**src/rtl/kth_select_sorter_pkg.sv**
```systemverilog
// sort_pkg: shared types and helpers for the kth_select_sorter block.
//   state_e  : controller states (IDLE, SORT, TALLY)
//   key_gt   : strict greater-than on keys pre-extended to KEY_MAX_W bits,
//              signed or unsigned depending on signed_mode.
package sort_pkg;

  typedef enum logic [1:0] {
    IDLE  = 2'd0,
    SORT  = 2'd1,
    TALLY = 2'd2
  } state_e;

  // Widest key the compare helper handles; callers extend their keys to this
  // width (sign- or zero-extension) before calling key_gt.
  localparam int KEY_MAX_W = 64;

  function automatic logic key_gt(input logic [KEY_MAX_W-1:0] a,
                                  input logic [KEY_MAX_W-1:0] b,
                                  input logic                 signed_mode);
    if (signed_mode) return $signed(a) > $signed(b);
    return a > b;
  endfunction

endpackage

```
**src/rtl/kth_select_sorter_if.sv**
```systemverilog
// kth_select_sorter_if: request/result bundle of the sort/select unit.
//   master : requester side (drives numbers, index, valid_in)
//   slave  : sorter side (drives ready/busy/valid_out and all results)
//   state_dbg exposes the sorter controller state for observation.
//
// Handshake: a request transfers on a rising clock edge where valid_in and
// ready_out are both 1. valid_in while ready_out is 0 is ignored (not queued).
// valid_out is a single-cycle strobe; result fields hold until the next result.
interface kth_select_sorter_if
  import sort_pkg::*;
#(
  parameter int WIDTH = 32,
  parameter int N     = 8
) ();
  localparam int IDX_W = $clog2(N);

  logic [N-1:0][WIDTH-1:0] numbers;
  logic [IDX_W-1:0]        index;
  logic                    valid_in;
  logic                    ready_out;
  logic                    busy_out;
  logic                    valid_out;
  logic [N-1:0][WIDTH-1:0] sorted;
  logic [N-1:0][IDX_W-1:0] sorted_tag;
  logic [WIDTH-1:0]        nth_min;
  logic [IDX_W-1:0]        nth_tag;
  logic [IDX_W:0]          num_of_mins;
  state_e                  state_dbg;

  modport master (
    output numbers, index, valid_in,
    input  ready_out, busy_out, valid_out, sorted, sorted_tag,
           nth_min, nth_tag, num_of_mins, state_dbg
  );

  modport slave (
    input  numbers, index, valid_in,
    output ready_out, busy_out, valid_out, sorted, sorted_tag,
           nth_min, nth_tag, num_of_mins, state_dbg
  );
endinterface

```
**src/rtl/kth_select_sorter_cmp_swap.sv**
```systemverilog
// cmp_swap: combinational compare-exchange of two (key, tag) pairs.
//   lo_*_in / hi_*_in   : pair at the lower / upper position
//   lo_*_out / hi_*_out : pair after exchange (smaller key at lower position)
// Exchanges only when lower > upper strictly, so equal keys keep their order.
// WIDTH must not exceed sort_pkg::KEY_MAX_W.
module cmp_swap
  import sort_pkg::*;
#(
  parameter int WIDTH  = 32,
  parameter int IDX_W  = 3,
  parameter int SIGNED = 0
) (
  input  logic [WIDTH-1:0] lo_key_in,
  input  logic [IDX_W-1:0] lo_tag_in,
  input  logic [WIDTH-1:0] hi_key_in,
  input  logic [IDX_W-1:0] hi_tag_in,
  output logic [WIDTH-1:0] lo_key_out,
  output logic [IDX_W-1:0] lo_tag_out,
  output logic [WIDTH-1:0] hi_key_out,
  output logic [IDX_W-1:0] hi_tag_out
);
  logic [KEY_MAX_W-1:0] lo_ext;
  logic [KEY_MAX_W-1:0] hi_ext;
  logic                 swap;

  always_comb begin
    if (SIGNED != 0) begin
      lo_ext = KEY_MAX_W'($signed(lo_key_in));
      hi_ext = KEY_MAX_W'($signed(hi_key_in));
    end else begin
      lo_ext = KEY_MAX_W'(lo_key_in);
      hi_ext = KEY_MAX_W'(hi_key_in);
    end
    swap       = key_gt(lo_ext, hi_ext, SIGNED != 0);
    lo_key_out = swap ? hi_key_in : lo_key_in;
    lo_tag_out = swap ? hi_tag_in : lo_tag_in;
    hi_key_out = swap ? lo_key_in : hi_key_in;
    hi_tag_out = swap ? lo_tag_in : hi_tag_in;
  end
endmodule

```
**src/rtl/kth_select_sorter.sv**
```systemverilog
// kth_select_sorter: N-key stable sorter with rank select.
//   clk_in, rst_in : clock, synchronous active-high reset
//   bus (slave)    : numbers/index/valid_in in; ready_out, busy_out,
//                    valid_out, sorted, sorted_tag, nth_min, nth_tag,
//                    num_of_mins, state_dbg out
// Flow: IDLE latches a request, SORT runs N odd-even transposition phases
// (one per cycle), TALLY registers the results and pulses valid_out.
module kth_select_sorter
  import sort_pkg::*;
#(
  parameter int WIDTH  = 32,
  parameter int N      = 8,
  parameter int SIGNED = 0
) (
  input  logic              clk_in,
  input  logic              rst_in,
  kth_select_sorter_if.slave bus
);
  localparam int IDX_W = $clog2(N);

  state_e                  state_q, state_d;
  logic [IDX_W-1:0]        phase_q, phase_d;
  logic [IDX_W-1:0]        index_q, index_d;
  logic [WIDTH-1:0]        key_q [N];
  logic [WIDTH-1:0]        key_d [N];
  logic [IDX_W-1:0]        tag_q [N];
  logic [IDX_W-1:0]        tag_d [N];
  logic                    ready_q, ready_d;
  logic                    busy_q, busy_d;
  logic                    valid_q, valid_d;
  logic [N-1:0][WIDTH-1:0] sorted_q, sorted_d;
  logic [N-1:0][IDX_W-1:0] sorted_tag_q, sorted_tag_d;
  logic [WIDTH-1:0]        nth_min_q, nth_min_d;
  logic [IDX_W-1:0]        nth_tag_q, nth_tag_d;
  logic [IDX_W:0]          mins_q, mins_d;

  // Both phase networks are always evaluated; the phase parity picks one.
  logic [WIDTH-1:0] even_key [N];
  logic [IDX_W-1:0] even_tag [N];
  logic [WIDTH-1:0] odd_key  [N];
  logic [IDX_W-1:0] odd_tag  [N];

  for (genvar p = 0; p < N/2; p++) begin : g_even
    cmp_swap #(.WIDTH(WIDTH), .IDX_W(IDX_W), .SIGNED(SIGNED)) u_cs (
      .lo_key_in (key_q[2*p]),     .lo_tag_in (tag_q[2*p]),
      .hi_key_in (key_q[2*p+1]),   .hi_tag_in (tag_q[2*p+1]),
      .lo_key_out(even_key[2*p]),  .lo_tag_out(even_tag[2*p]),
      .hi_key_out(even_key[2*p+1]), .hi_tag_out(even_tag[2*p+1])
    );
  end

  for (genvar p = 0; p < N/2-1; p++) begin : g_odd
    cmp_swap #(.WIDTH(WIDTH), .IDX_W(IDX_W), .SIGNED(SIGNED)) u_cs (
      .lo_key_in (key_q[2*p+1]),   .lo_tag_in (tag_q[2*p+1]),
      .hi_key_in (key_q[2*p+2]),   .hi_tag_in (tag_q[2*p+2]),
      .lo_key_out(odd_key[2*p+1]), .lo_tag_out(odd_tag[2*p+1]),
      .hi_key_out(odd_key[2*p+2]), .hi_tag_out(odd_tag[2*p+2])
    );
  end

  // End positions take no part in an odd phase.
  assign odd_key[0]   = key_q[0];
  assign odd_tag[0]   = tag_q[0];
  assign odd_key[N-1] = key_q[N-1];
  assign odd_tag[N-1] = tag_q[N-1];

  // Tally: key at the requested rank and how many keys are bit-equal to it.
  logic [WIDTH-1:0] sel_key;
  logic [IDX_W-1:0] sel_tag;
  logic [N-1:0]     eq_vec;
  logic [IDX_W:0]   eq_cnt;

  assign sel_key = key_q[index_q];
  assign sel_tag = tag_q[index_q];

  for (genvar g = 0; g < N; g++) begin : g_eq
    assign eq_vec[g] = (key_q[g] == sel_key);
  end

  always_comb begin
    eq_cnt = '0;
    for (int i = 0; i < N; i++) begin
      eq_cnt = eq_cnt + (IDX_W+1)'(eq_vec[i]);
    end
  end

  always_comb begin
    state_d      = state_q;
    phase_d      = phase_q;
    index_d      = index_q;
    key_d        = key_q;
    tag_d        = tag_q;
    ready_d      = ready_q;
    busy_d       = busy_q;
    valid_d      = 1'b0;
    sorted_d     = sorted_q;
    sorted_tag_d = sorted_tag_q;
    nth_min_d    = nth_min_q;
    nth_tag_d    = nth_tag_q;
    mins_d       = mins_q;
    case (state_q)
      IDLE: begin
        if (bus.valid_in) begin
          for (int i = 0; i < N; i++) begin
            key_d[i] = bus.numbers[i];
            tag_d[i] = IDX_W'(i);
          end
          index_d = bus.index;
          phase_d = '0;
          ready_d = 1'b0;
          busy_d  = 1'b1;
          state_d = SORT;
        end
      end
      SORT: begin
        if (phase_q[0]) begin
          key_d = odd_key;
          tag_d = odd_tag;
        end else begin
          key_d = even_key;
          tag_d = even_tag;
        end
        phase_d = phase_q + 1'b1;
        if (phase_q == IDX_W'(N-1)) state_d = TALLY;
      end
      TALLY: begin
        for (int i = 0; i < N; i++) begin
          sorted_d[i]     = key_q[i];
          sorted_tag_d[i] = tag_q[i];
        end
        nth_min_d = sel_key;
        nth_tag_d = sel_tag;
        mins_d    = eq_cnt;
        valid_d   = 1'b1;
        ready_d   = 1'b1;
        busy_d    = 1'b0;
        state_d   = IDLE;
      end
      default: begin
        ready_d = 1'b1;
        busy_d  = 1'b0;
        state_d = IDLE;
      end
    endcase
  end

  always_ff @(posedge clk_in) begin
    if (rst_in) begin
      state_q      <= IDLE;
      phase_q      <= '0;
      index_q      <= '0;
      for (int i = 0; i < N; i++) begin
        key_q[i] <= '0;
        tag_q[i] <= '0;
      end
      ready_q      <= 1'b1;
      busy_q       <= 1'b0;
      valid_q      <= 1'b0;
      sorted_q     <= '0;
      sorted_tag_q <= '0;
      nth_min_q    <= '0;
      nth_tag_q    <= '0;
      mins_q       <= '0;
    end else begin
      state_q      <= state_d;
      phase_q      <= phase_d;
      index_q      <= index_d;
      key_q        <= key_d;
      tag_q        <= tag_d;
      ready_q      <= ready_d;
      busy_q       <= busy_d;
      valid_q      <= valid_d;
      sorted_q     <= sorted_d;
      sorted_tag_q <= sorted_tag_d;
      nth_min_q    <= nth_min_d;
      nth_tag_q    <= nth_tag_d;
      mins_q       <= mins_d;
    end
  end

  assign bus.ready_out   = ready_q;
  assign bus.busy_out    = busy_q;
  assign bus.valid_out   = valid_q;
  assign bus.sorted      = sorted_q;
  assign bus.sorted_tag  = sorted_tag_q;
  assign bus.nth_min     = nth_min_q;
  assign bus.nth_tag     = nth_tag_q;
  assign bus.num_of_mins = mins_q;
  assign bus.state_dbg   = state_q;
endmodule

```
**src/flat_wrapper.sv**
```systemverilog
// flat-port wrapper written by rule: the top's interface ports become plain ports
module kth_select_sorter_flat import sort_pkg::*;
#(
  parameter int WIDTH  = 32,
  parameter int N      = 8,
  parameter int SIGNED = 0
)
  (clk_in, rst_in, bus_numbers, bus_index, bus_valid_in, bus_ready_out, bus_busy_out, bus_valid_out, bus_sorted, bus_sorted_tag, bus_nth_min, bus_nth_tag, bus_num_of_mins, bus_state_dbg);
  kth_select_sorter_if #(.WIDTH(WIDTH), .N(N)) bus_i ();
  input  logic clk_in;
  input  logic rst_in;
  input wire logic [$bits(bus_i.numbers)-1:0] bus_numbers;
  input wire logic [$bits(bus_i.index)-1:0] bus_index;
  input wire logic [$bits(bus_i.valid_in)-1:0] bus_valid_in;
  output wire logic [$bits(bus_i.ready_out)-1:0] bus_ready_out;
  output wire logic [$bits(bus_i.busy_out)-1:0] bus_busy_out;
  output wire logic [$bits(bus_i.valid_out)-1:0] bus_valid_out;
  output wire logic [$bits(bus_i.sorted)-1:0] bus_sorted;
  output wire logic [$bits(bus_i.sorted_tag)-1:0] bus_sorted_tag;
  output wire logic [$bits(bus_i.nth_min)-1:0] bus_nth_min;
  output wire logic [$bits(bus_i.nth_tag)-1:0] bus_nth_tag;
  output wire logic [$bits(bus_i.num_of_mins)-1:0] bus_num_of_mins;
  output wire logic [$bits(bus_i.state_dbg)-1:0] bus_state_dbg;
  assign bus_i.numbers = bus_numbers;
  assign bus_i.index = bus_index;
  assign bus_i.valid_in = bus_valid_in;
  assign bus_ready_out = bus_i.ready_out;
  assign bus_busy_out = bus_i.busy_out;
  assign bus_valid_out = bus_i.valid_out;
  assign bus_sorted = bus_i.sorted;
  assign bus_sorted_tag = bus_i.sorted_tag;
  assign bus_nth_min = bus_i.nth_min;
  assign bus_nth_tag = bus_i.nth_tag;
  assign bus_num_of_mins = bus_i.num_of_mins;
  assign bus_state_dbg = bus_i.state_dbg;
  kth_select_sorter #(.WIDTH(WIDTH), .N(N), .SIGNED(SIGNED)) u_core (.clk_in(clk_in), .rst_in(rst_in), .bus(bus_i));
endmodule
```
**config.mk**
```make
export PLATFORM = sky130hd
export DESIGN_NAME = kth_select_sorter_flat
export DESIGN_NICKNAME = d
export VERILOG_FILES = /design/src/rtl/kth_select_sorter_pkg.sv /design/src/rtl/kth_select_sorter_if.sv /design/src/rtl/kth_select_sorter_cmp_swap.sv /design/src/rtl/kth_select_sorter.sv /design/src/flat_wrapper.sv
export SDC_FILE = /design/constraint.sdc
export NUM_CORES = 2
export LEC_CHECK = 0
export ABC_AREA = 0
export ABC_CLOCK_PERIOD_IN_PS = 5400
export BUFFER_PORTS_ARGS = -buffer_cell sky130_fd_sc_hd__buf_2
export CORE_AREA = 8 8 319 321
export DETAILED_ROUTE_END_ITERATION = 7
export DIE_AREA = 0 0 327 329
export SETUP_SLACK_MARGIN = 0.2
export SLEW_MARGIN = 20
export SYNTH_ARGS = -nofsm -noshare
export SYNTH_HDL_FRONTEND = slang
export SYNTH_SLANG_ARGS = --single-unit
export TNS_END_PERCENT = 5
```
**constraint.sdc**
```tcl
create_clock -name clk_in -period 5.4 [get_ports clk_in]
set_input_delay 0.81 -clock clk_in [delete_from_list [all_inputs] [get_ports clk_in]]
set_output_delay 0.81 -clock clk_in [all_outputs]
set_load 0.01 [all_outputs]
```
# Word-level counts from Yosys, hierarchy flattened
# Index checks and enable logic that the tools add are counted.
[totals]
reg_bits = 610
input_bits = 262
output_inout_bits = 324
[classes]
n_addsub = 8
n_lt_le_gt_ge = 8
n_eq_ne = 23
n_mux = 50
bitwise_logic = 2
reduce_logical = 14
[ops]
columns = ["op", "count"]
rows = [
  ["$mux 256", 2],
  ["$mux 32", 16],
  ["$pmux 256 s2", 1],
  ["$eq 32x32->1", 8],
  ["$gt 32x32->1", 7],
  ["$bmux 32 s3", 1],
  ["$mux 3", 17],
  ["$mux 24", 2],
  ["$pmux 24 s2", 1],
  ["$reduce_and 4->1", 8],
  ["$add 4x1->4", 6],
  ["$ne 3x2->1 const B", 4],
  ["$bmux 3 s3", 1],
  ["$ne 3x3->1 const B", 3],
  ["$ne 2x2->1 const B", 4],
  ["$reduce_and 2->1", 4],
  ["$pmux 3 s2", 1],
  ["$ge 4x4->1 const B", 1],
  ["$mux 2", 2],
  ["$not 3->4", 1],
  ["$pmux 1 s2", 2],
  ["$pmux 2 s2", 1],
  ["$add 3x1->3 const B", 1],
  ["$eq 3x3->1 const B", 1],
  ["other kinds (8)", 10],
]

# Longest topological paths before layout
[logic_depth]
word_depth = 12
depth_mapped = 18
depth_no_buf = 16

# Cells and area by module
# Synthesis repeated with hierarchy kept, for this count alone.
[unflattened]
cells_unflattened = 4962
area_unflattened_um2 = 42605.9
[by_module_without_submodules]
columns = ["module", "n_inst", "cells_each", "area_per_inst_um2", "seq_area_each_um2"]
rows = [
  ["kth_select_sorter", 1, 3632, 30396.7, 12211.7],
  ["cmp_swap", 7, 190, 1744.2, 0.0],
]

# Least setup slack after synthesis
# No wires, ideal clock.
[synth_path]
path_type = "reg2reg"
from = "reg u_core.index_q[1]"
to = "reg u_core.mins_q[2], in the netlist u_core.bus.num_of_mins[2]"
setup_time_ps = 86
arrival_time_ps = 4695
slack_ps = 620
stages_incl_launch_ff = 18
n_path_buf = 2
synth_period_minus_slack_ps = 4780
path_cell_list = "dfxtp_1 -> clkbuf_1 -> clkbuf_1 -> mux4_2 -> mux2i_2 -> xnor2_1 -> nor4_1 -> nand4_1 -> nor2_1 -> ha_1 -> inv_1 -> fa_1 -> inv_1 -> fa_1 -> fa_1 -> fa_1 -> xnor2_1 -> a211oi_1"
[synth_between]
elab_chain_cells = 12
word_cells_on_any_way = 19
[synth_rtl]
columns = ["item", "line", "source"]
rows = [
  ["start, declared", "kth_select_sorter.sv:23", "logic [IDX_W-1:0] index_q, index_d;"],
  ["start signal, assigned", "kth_select_sorter.sv:167", "index_q <= index_d;"],
  ["$not 3->4 (implied by the code) *", "kth_select_sorter.sv:73", "assign sel_key = key_q[index_q];"],
  ["$bmux 32 s3 *", "kth_select_sorter.sv:73", ""],
  ["$mux 32 (implied by the code) * (2 in series)", "kth_select_sorter.sv:73", ""],
  ["$eq 32x32->1", "kth_select_sorter.sv:77", "assign eq_vec[g] = (key_q[g] == sel_key);"],
  ["$add 1x1->2", "kth_select_sorter.sv:83", "eq_cnt = eq_cnt + (IDX_W+1)'(eq_vec[i]);"],
  ["$add 4x1->4 (5 in series)", "kth_select_sorter.sv:83", ""],
  ["$add 4x1->4 *", "kth_select_sorter.sv:83", ""],
  ["end signal, assigned", "kth_select_sorter.sv:177", "mins_q <= mins_d;"],
  ["end, declared", "kth_select_sorter.sv:35", "logic [IDX_W:0] mins_q, mins_d;"],
]
# Every way passes the cells marked *; elsewhere a longest branch is shown, timed or not. The select of a mux whose other input is x is not followed.
# A chain may end at the register's enable or synchronous reset.

# Final worst setup path
[layout_path]
from = "reg u_core.index_q[0]"
to = "reg u_core.mins_q[2], in the netlist u_core.bus.num_of_mins[2]"
# The elaborated chain is that of the path after synthesis.

==> results by group <==
Timing
  • Fin. max-slew vios: 0
  • Min Tclk post-route: 5.03 ns
  • Clock Skews: 0.0390 ns
  • Final setup margin: 0.368 ns
  • Worst-margin pin slew: 1.20 ns
  • RSZ-0062 raised after global routing: no
  • Final hold viol count: 0
  • Final period utilization: 0.932
  • Headroom to the max-slew limit: 0.200
  • Setup TNS: 0 ns
  • Setup Viol. Count Final: 0
  • Max Fclk: 199 MHz

Logic synthesis
  • Syn_nets: 4,984
  • Post-synth top area cell: dfxtp_1
  • Synth top area share: 0.326
  • Post-synth ARST share: 0
  • Post-synth top flop: dfxtp_1
  • Register bit total from synthesis: 610
  • Sequential area share after synthesis: 0.326
  • EDFF count, synth: 0
  • Post-synthesis cell area: 37,400 um2
  • Library cells used by synthesis: 62
  • Mean Syn Cell Area: 8.33 um2
  • Synth area leaders: dfxtp_1 (33%), nand2_1 (8.2%), ha_1 (7.7%)
  • Cells after Synth: 4,489
  • Synth warnings: 0

Layout
  • Nets: 5,732
  • Finished Layout Cells: 6,596
  • Register area: 12,200 um2
  • Most common cell after layout, fill and taps aside: nand2_1
  • Most frequent cells in the layout: nand2_1 (821), dfxtp_1 (606), buf_2 (584)
  • Multi-input logic area: 23,000 um2
  • Fin area: 47,100 um2
  • Filler cell count: 9,621
  • Core Util, Final: 0.485
  • Layout area overhead: 25.8%
  • Share of cells above drive strength 1: 0.257

Placed design
  • RD Place Congestion: 1.04
  • Final HPWL from detailed placement: 183 mm
  • Number of port buffers: 585
  • Placed Instances: 6,418
  • Place WS: -0.118 ns
  • Area after DPL: 44,100 um2

GRT
  • Vias in the first global route: 38,700
  • Initial antenna violation count: 25
  • Total GRT Usage: 0.422
  • Largest net degree at the start of global routing: 199
  • First-pass GRT wire length: 320 mm
  • Grt total ovfl: 0

Setup path
  • CP arrival: 5.61 ns
  • R2r startpoint: u_core.index_q[0]$_SDFFE_PP0P_
  • Critical path's top delay family: adder cells
  • CP bufs+invs: 5
  • Critical path cell sequence: buf_12 > buf_6 > mux4_2 > mux2i_4 > xnor2_1 > nor4_2 > buf_4 > nand4_1 > nor2_1 > ha_1 > inv_1 > fa_1 > inv_2 > fa_2 > fa_2 > fa_1 > xnor2_1 > a211oi_1
  • Nature of the critical path startpoint: flip-flop
  • Crit end category: flip-flop
  • Setup CP Type: reg2reg
  • CP max stage delay: 0.63 ns
  • Worst Path Required: 5.97 ns
  • Critical path fanouts, max: 7
  • Crit. Startpoint: u_core.index_q[0]$_SDFFE_PP0P_
  • Crit-path slowest cell: mux4_2

Clock network
  • Sink Count: 610
  • Reg clk slew, reported paths: 0.06 ns
  • CTS H-tree depth: 3
  • Hold-fix buffers, CTS: 0
  • Inserted Clock Buffers: 72
  • CTS root buffer: clkbuf_16
  • CTS max path bufs: 3
  • CTS tree: done
  • Worst skew pair latency: 0.68 ns

Min path
  • Hold Crit Start: bus_index[1]
  • Worst Hold Class: in2reg

Route
  • Final wirelength: 239 mm
  • Wire length per cell: 36.2 um
  • DR vias/cell: 6.24
  • Post-DRT Antenna Nets: 0
  • Vias post-DR: 41,200
  • DRC: 0
  • Initial drt markers: 6,207
  • Pre-antenna DRT Iters: 8

Power and ir drop
  • Leak Pwr: 18.7 nW
  • P per Cell Area: 370 nW/um2
  • Maximum vdd ir drop: 0.223 mV

Floorplan
  • FP Rows: 115
  • Die Y-Extent: 329 um
  • DIE AREA: 108,000 um2
  • Starting Density: 0.385
  • Die X: 327 um
  • IO Pins: 586
  • Core Box Area: 97,100 um2

Job
  • Total of max-cap violations: 0

Run status
  • Status: completed
## Yosys cell counts, types with 4 or more instances
library cell	number
inv_1	240
o311ai_0	34
a211oi_1	107
nand4_1	177
a311oi_1	5
mux2_2	11
a2111oi_0	4
nor2b_1	14
mux2i_1	207
buf_2	11
nor2_1	240
dfxtp_1	610
o31ai_2	28
mux4_2	70
and4_1	5
a221oi_1	36
a21o_1	18
o2111ai_1	4
o31ai_1	102
a31oi_1	5
nor4_1	67
a221o_1	5
buf_6	9
o21a_1	4
nand3_1	23
nor3_1	42
xnor2_1	257
ha_1	229
o21ai_0	102
mux2i_4	30
nand2b_1	8
o221a_2	32
buf_1	32
nand2_1	821
clkbuf_1	295
buf_4	8
fa_1	4
o211ai_1	135
a21oi_1	422
## worst paths after layout
path,endpoint,slack [ns],depth (start not counted)
setup / recovery,u_core.bus.num_of_mins[2]$_SDFFE_PP0P_,0.37,18
hold / removal,u_core.index_q[1]$_SDFFE_PP0P_,0.41,3
setup reg to reg,u_core.bus.num_of_mins[2]$_SDFFE_PP0P_,0.37,18
hold reg to reg,u_core.bus.sorted[134]$_SDFFE_PP0P_,0.45,2
## flip-flops by register name, summed over array words and instances, names as in the netlist
signal                  count
u_core.bus.ready_out        1
u_core.bus.busy_out         1
u_core.phase_q              3
u_core.key_q              256
u_core.bus.state_dbg        2
u_core.bus.nth_tag          3
u_core.bus.sorted_tag      24
u_core.index_q              3
u_core.bus.valid_out        1
u_core.bus.num_of_mins      4
u_core.tag_q               18
u_core.bus.nth_min         32
u_core.odd_tag              6
u_core.bus.sorted         256
## routing by layer
metal | share of wire | vias up | track usage | wire (um)
met5 | 0.00042 | - | 0 | 101
met4 | 0.086 | 14 | 0.298 | 20600
met1 | 0.37 | 20000 | 0.509 | 89400
li1 | - | 17600 | - | -
met3 | 0.10 | 771 | 0.106 | 24500
met2 | 0.44 | 2776 | 0.655 | 104000
## cells by family after synthesis
| group | count (synthesis) | share of synthesized area |
|---|---|---|
| AOI/OAI and AO/OA | 1062 | 0.189 |
| buffers and inverters | 596 | 0.0628 |
| xor gates and xnor gates | 257 | 0.0602 |
| DFF | 610 | 0.326 |
| adders and majority gates | 233 | 0.0787 |
| muxes | 320 | 0.120 |
| and+or+nand+nor | 1411 | 0.163 |
## per-stage QoR
stage               hold WS (ns)  power [mW]
floorplan                  0.453        8.43
global placement           0.440        11.7
detailed placement         0.443        11.7
CTS                        0.367        17.1
global route               0.409        17.8
finish                     0.410        17.4
## worst reg2reg max path, delay by kind of cell, from the launching register on
family / cells / cell delay [ns]
xor gates and xnor gates: 2 / 0.25
AOI/OAI and AO/OA: 1 / 0.21
adders and majority gates: 5 / 1.93
muxes: 2 / 0.87
DFF: 1 / 0.35
buffers and inverters: 5 / 0.66
and+or+nand+nor: 3 / 0.65
## where the power goes
part | leakage [nW] | switching [mW] | total [mW] | internal (mW)
clock | 1.26 | 2.24 | 5.40 | 3.16
combinational | 12.4 | 4.35 | 6.74 | 2.39
sequential | 4.97 | 0.485 | 5.29 | 4.80
## timing repair
action                     in CTS  in global routing
pin swaps                       1                 10
resized for setup               3                 12
cloned                          0                  2
setup endpoints to repair       3                  3
buffers inserted               12                 18
## layout make-up
cell class / count / share of cell area
clock inverters: 35 / 0.0113
flip-flops and latches: 610 / 0.260
inverters: 241 / 0.0193
repair buffers: 1029 / 0.143
diodes: 13 / 0.000691
well taps: 1287 / 0.0342
clock buffers: 98 / 0.0431
multi-input cells: 3283 / 0.489
No activity file was read; power rests on OpenSTA's default activity.
